`src/rtl/fetch_stage.sv`:
```
// Instruction-fetch stage with IF/ID pipeline register.
// Owns the PC, runs a req/valid imem port, buffers one word when decode
// stalls, drains an outstanding request after a redirect and stops on HALT.
module fetch_stage #(
  parameter int                   PC_W      = 8,
  parameter int                   INSTR_W   = 16,
  parameter logic [PC_W-1:0]      RESET_PC  = '0,
  parameter logic [INSTR_W-1:0]   NOP_INSTR = '0
) (
  input  logic               clk,
  input  logic               rst_n,
  output logic               imem_req,
  output logic [PC_W-1:0]    imem_addr,
  input  logic [INSTR_W-1:0] imem_rdata,
  input  logic               imem_valid,
  input  logic               stall,
  input  logic               flush,
  input  logic [PC_W-1:0]    branch_target,
  input  logic               inc_pc,
  output logic [INSTR_W-1:0] if_id_instr,
  output logic [4:0]         if_id_opcode,
  output logic [PC_W-1:0]    if_id_pc,
  output logic               if_id_valid,
  output logic               halted
);

  typedef enum logic [1:0] {FETCH, HOLD, DRAIN, HALTED} state_t;

  state_t             state_q, state_d;
  logic [PC_W-1:0]    pc_q, pc_d;
  logic [PC_W-1:0]    tgt_q, tgt_d;        // redirect target parked while draining
  logic [INSTR_W-1:0] skid_q, skid_d;      // word caught during a stall
  logic [INSTR_W-1:0] ifid_instr_q, ifid_instr_d;
  logic [PC_W-1:0]    ifid_pc_q, ifid_pc_d;
  logic               ifid_valid_q, ifid_valid_d;
  logic               halt_go;

  // Decode holds a HALT; a same-cycle flush squashes it instead.
  assign halt_go = ifid_valid_q & ~inc_pc & ~flush;

  // State and datapath registers.
  always_ff @(posedge clk or negedge rst_n) begin
    if (!rst_n) begin
      state_q      <= FETCH;
      pc_q         <= RESET_PC;
      tgt_q        <= '0;
      skid_q       <= NOP_INSTR;
      ifid_instr_q <= NOP_INSTR;
      ifid_pc_q    <= '0;
      ifid_valid_q <= 1'b0;
    end else begin
      state_q      <= state_d;
      pc_q         <= pc_d;
      tgt_q        <= tgt_d;
      skid_q       <= skid_d;
      ifid_instr_q <= ifid_instr_d;
      ifid_pc_q    <= ifid_pc_d;
      ifid_valid_q <= ifid_valid_d;
    end
  end

  // Next-state logic: flush beats halt, halt beats stall/fetch.
  always_comb begin
    state_d = state_q;
    unique case (state_q)
      FETCH: begin
        if (flush)                    state_d = imem_valid ? FETCH : DRAIN;
        else if (halt_go)             state_d = HALTED;
        else if (imem_valid && stall) state_d = HOLD;
      end
      HOLD: begin
        if (flush)                    state_d = FETCH;
        else if (halt_go)             state_d = HALTED;
        else if (!stall)              state_d = FETCH;
      end
      DRAIN: begin
        // The stale response retires the old request regardless of flush.
        if (imem_valid)               state_d = FETCH;
      end
      HALTED:                         state_d = HALTED;
      default:                        state_d = FETCH;
    endcase
  end

  // Datapath next values for PC, skid buffer and IF/ID.
  always_comb begin
    pc_d         = pc_q;
    tgt_d        = tgt_q;
    skid_d       = skid_q;
    ifid_instr_d = ifid_instr_q;
    ifid_pc_d    = ifid_pc_q;
    ifid_valid_d = ifid_valid_q;
    if (state_q != HALTED && flush) begin
      ifid_instr_d = NOP_INSTR;
      ifid_valid_d = 1'b0;
      tgt_d        = branch_target;
    end
    unique case (state_q)
      FETCH: begin
        if (flush) begin
          // Without a response the old address must stay on the bus.
          if (imem_valid) pc_d = branch_target;
        end else if (!halt_go && imem_valid) begin
          if (stall) begin
            skid_d = imem_rdata;
          end else begin
            ifid_instr_d = imem_rdata;
            ifid_pc_d    = pc_q;
            ifid_valid_d = 1'b1;
            pc_d         = pc_q + PC_W'(1);
          end
        end
      end
      HOLD: begin
        if (flush) begin
          pc_d = branch_target;
        end else if (!halt_go && !stall) begin
          ifid_instr_d = skid_q;
          ifid_pc_d    = pc_q;
          ifid_valid_d = 1'b1;
          pc_d         = pc_q + PC_W'(1);
        end
      end
      DRAIN: begin
        if (imem_valid) pc_d = flush ? branch_target : tgt_q;
      end
      default: ;
    endcase
  end

  // Outputs; the request is forced low while reset is asserted.
  always_comb begin
    imem_req     = rst_n & ((state_q == FETCH) | (state_q == DRAIN));
    imem_addr    = pc_q;
    if_id_instr  = ifid_instr_q;
    if_id_opcode = ifid_instr_q[INSTR_W-1 -: 5];
    if_id_pc     = ifid_pc_q;
    if_id_valid  = ifid_valid_q;
    halted       = (state_q == HALTED);
  end

endmodule

```
`config.mk`:
```
export PLATFORM = sky130hd
export DESIGN_NAME = fetch_stage
export DESIGN_NICKNAME = d
export VERILOG_FILES = /design/src/rtl/fetch_stage.sv
export SDC_FILE = /design/constraint.sdc
export NUM_CORES = 1
export LEC_CHECK = 0
export ABC_CLOCK_PERIOD_IN_PS = 2110
export BUFFER_PORTS_ARGS = -buffer_cell sky130_fd_sc_hd__buf_2
export CELL_PAD_IN_SITES_DETAIL_PLACEMENT = 1
export CELL_PAD_IN_SITES_GLOBAL_PLACEMENT = 1
export CORE_MARGIN = 1.5
export CORE_UTILIZATION = 30
export CTS_CLUSTER_DIAMETER = 120
export DETAILED_ROUTE_END_ITERATION = 16
export PLACE_DENSITY = 0.61
export SKIP_LAST_GASP = 1
export SLEW_MARGIN = 25
export SYNTH_ARGS = -nofsm -noshare
export SYNTH_HDL_FRONTEND = slang
export SYNTH_SLANG_ARGS = --single-unit
```
`constraint.sdc`:
```
create_clock -name clk -period 2.11 [get_ports clk]
set_clock_uncertainty 0.15 [all_clocks]
set_input_delay 0.422 -clock clk [delete_from_list [all_inputs] [get_ports clk]]
set_output_delay 0.422 -clock clk [all_outputs]
set_load 0.02 [all_outputs]
```
==> results.yml <==
critical_path:
  critPathRequiredTime_ps: 1540
  regToRegEndpoint: "if_id_pc[3]$_DFFE_PN0P_"
  crit_fanout: 11
  r2r_start: "if_id_valid$_DFF_PN0_"
  start_kind: "flop"
  startpoint: "state_q[0]$_DFFE_PN0P_"
  crit_arrival_ps: 1430
  rrSetupSlack_ps: 230
  path_class: "flop to output port"
  ff2ff_path_depth: 4
  endpoint_kind: "output port"
  crit_end: "halted"
yosys:
  synth_ff_type: "dfrtp_1"
  avgSynthCellArea_sq_um: 11.2
  syn_area_sq_mm: 0.00284
  synth_edf_count: 0
  synth-seq-cells: 59
  yosys_warnings: 0
  netlist.top_cell.by_area: "dfrtp_1"
  synth.area.top_cells: "dfrtp_1, mux2_2, a22oi_1"
  syn_inst: 254
  async_reset_ff_frac: 1.00
  synth.most_common_cell: "dfrtp_1"
  synth_top_cell_area_share: 0.520
  synthTopCellsByCount: "dfrtp_1, mux2_2, a22oi_1, inv_1, nand2_1"
  ys_types: 43
  syn-num-nets: 285
  synth_seq_area_share: 0.520
power:
  power_leakage_nw: 1.67
  powerDensity_mw_per_mm2: 1440
  peakVddDrop_v: 0.000620
die:
  initial_core_util: 0.309
  die_w_um: 100
  dieArea_sq_mm: 0.0101
  rows: 35
  ioPinCount: 70
  coreArea_sq_mm: 0.00920
  die-height_um: 100
cts:
  cts_max_level: 3
  clk_pin_slew_ps: 70
  numClockSinks: 59
  root_buffer: "clkbuf_8"
  clkLatencyLatePin_ps: 340
  cts_setup_buffers: 0
  cts_tree: "built"
  cts_buffers: 9
  cts_buffer_depth: 2
  ctsHoldBuffers: 0
  cts_resized: 0
final_layout:
  area_growth_pct: 25.9
  fill_cells: 1041
  drive_gt1_frac: 0.435
  diodes: 0
  multi_input_area_sq_mm: 0.00119
  final_core_util: 0.389
  layout.area.seq_sq_mm: 0.00148
  nets: 359
sta:
  setup_tns_ps: 0
  min_period_ps: 2000
  worst_pin_slew_ps: 761
  setup_slack_ps: 112
  hold_viol: 0
  maxSlewViolCount: 0
  max_freq_mhz: 500
  rsz0062_at_grt: "no"
  period_share: 0.947
  relSlewSlack: 0.492
  final-setup-viol-count: 0
global_route:
  grt_util_all_layers: 0.147
  antenna_found_initial: 0
  grt_pass1_vias: 2229
  grt_pass1_wl_mm: 11.2
  grt_max_degree: 60
  overflow: 0
run:
  maxCapViolCount: 0
status:
  status: "finished, final reports clean"
detailed_routing:
  detail_route.wl_per_cell_um: 15.6
  ant_nets: 0
  via_count: 2151
  drc: 0
  drt-total-wl_mm: 6.92
  first_pass_iters: 4
  drt_iter0_drc: 63
  vias_per_cell: 4.84
placed_design:
  pre_cts_ws_ps: 117
  hpwlAfterDp_mm: 4.73
  place_congestion: 0.733
  port_buffers: 69
min_path:
  hp-class: "input pin to asynchronous set/reset pin"
-- report_power, final --
group | switching, mW | internal, mW
Combinational | 1.09 | 0.828
Sequential | 0.355 | 1.58
Clock | 0.462 | 0.813
-- layer usage --
metal	wire length (um)	GRT usage
met1	3180	0.181
met4	90	0.0553
met5	0	0
met3	381	0.0439
met2	3270	0.242
-- through the flow --
stage	hold slack [ps]	area (sq um)	total power, mW	cells
global placement	319	3340	3.87	428
global route	157	3580	5.48	444
detailed placement	326	3340	3.92	428
CTS	142	3580	5.23	444
finish	121	3580	5.14	444
floorplan	-23.6	2840	3.24	254
-- cell families (layout without fill, tap and decap cells) --
family,after synthesis,in the layout,synth area share
muxes,33,33,0.130
adders and majority gates,1,1,0.00440
AOI/OAI and AO/OA,61,61,0.151
buffers and inverters,34,113,0.0630
xor gates and xnor gates,4,4,0.0123
and+or+nand+nor,62,62,0.119
DFF,59,59,0.520
-- state kept, by name, summed over array words and instances, names as in the netlist --
register	flops
skid_q	16
imem_addr	8
state_q	2
tgt_q	8
if_id_pc	8
if_id_valid	1
if_id_instr	16
-- layout make-up --
class | count | area share
inverters | 17 | 0.0178
flip-flops and latches | 59 | 0.413
well taps | 111 | 0.0388
clock buffers | 11 | 0.0395
multi-input cells | 161 | 0.333
clock inverters | 5 | 0.0280
repair buffers | 80 | 0.130
-- critical path, cell delays in order (launching register included) --
cell and delay (ps):
dfrtp_1 600, nand2_1 110, buf_4 180, inv_1 50
buf_2 150
-- layout by cell type (no fill, tap or decap), types with 2 or more instances in the layout --
master	Yosys	final
a211oi_1	2	2
nand3_1	7	7
a22oi_1	17	17
a21oi_1	9	9
bufinv_16	0	3
xnor2_1	2	2
nor3_1	4	4
clkinv_2	0	2
mux2_2	31	31
clkbuf_8	0	10
nor2_4	3	3
o21ai_2	10	10
buf_2	5	69
a22o_1	2	2
inv_1	17	17
buf_12	0	3
xor2_1	2	2
nand2_1	17	17
dfrtp_1	59	59
nor2_1	16	16
o21ai_0	14	14
nor2b_1	3	3
buf_4	8	8
nor3b_1	2	2
-- worst min path at each step --
stage          cells past startpoint  slack [ps]                        to              startpoint
2_1_floorplan                      0         -20  if_id_instr[0]$_DFF_PN0_                   rst_n
3_3_place_gp                       1         320    skid_q[10]$_DFFE_PN0P_  skid_q[10]$_DFFE_PN0P_
3_5_place_dp                       1         330    skid_q[10]$_DFFE_PN0P_  skid_q[10]$_DFFE_PN0P_
4_1_cts                            2         140  if_id_instr[3]$_DFF_PN0_                   rst_n
5_1_grt                            2         160      tgt_q[2]$_DFFE_PN0P_        branch_target[2]
6_report                           2         120     if_id_valid$_DFF_PN0_                   rst_n
Power figures use the tool's default switching activity.
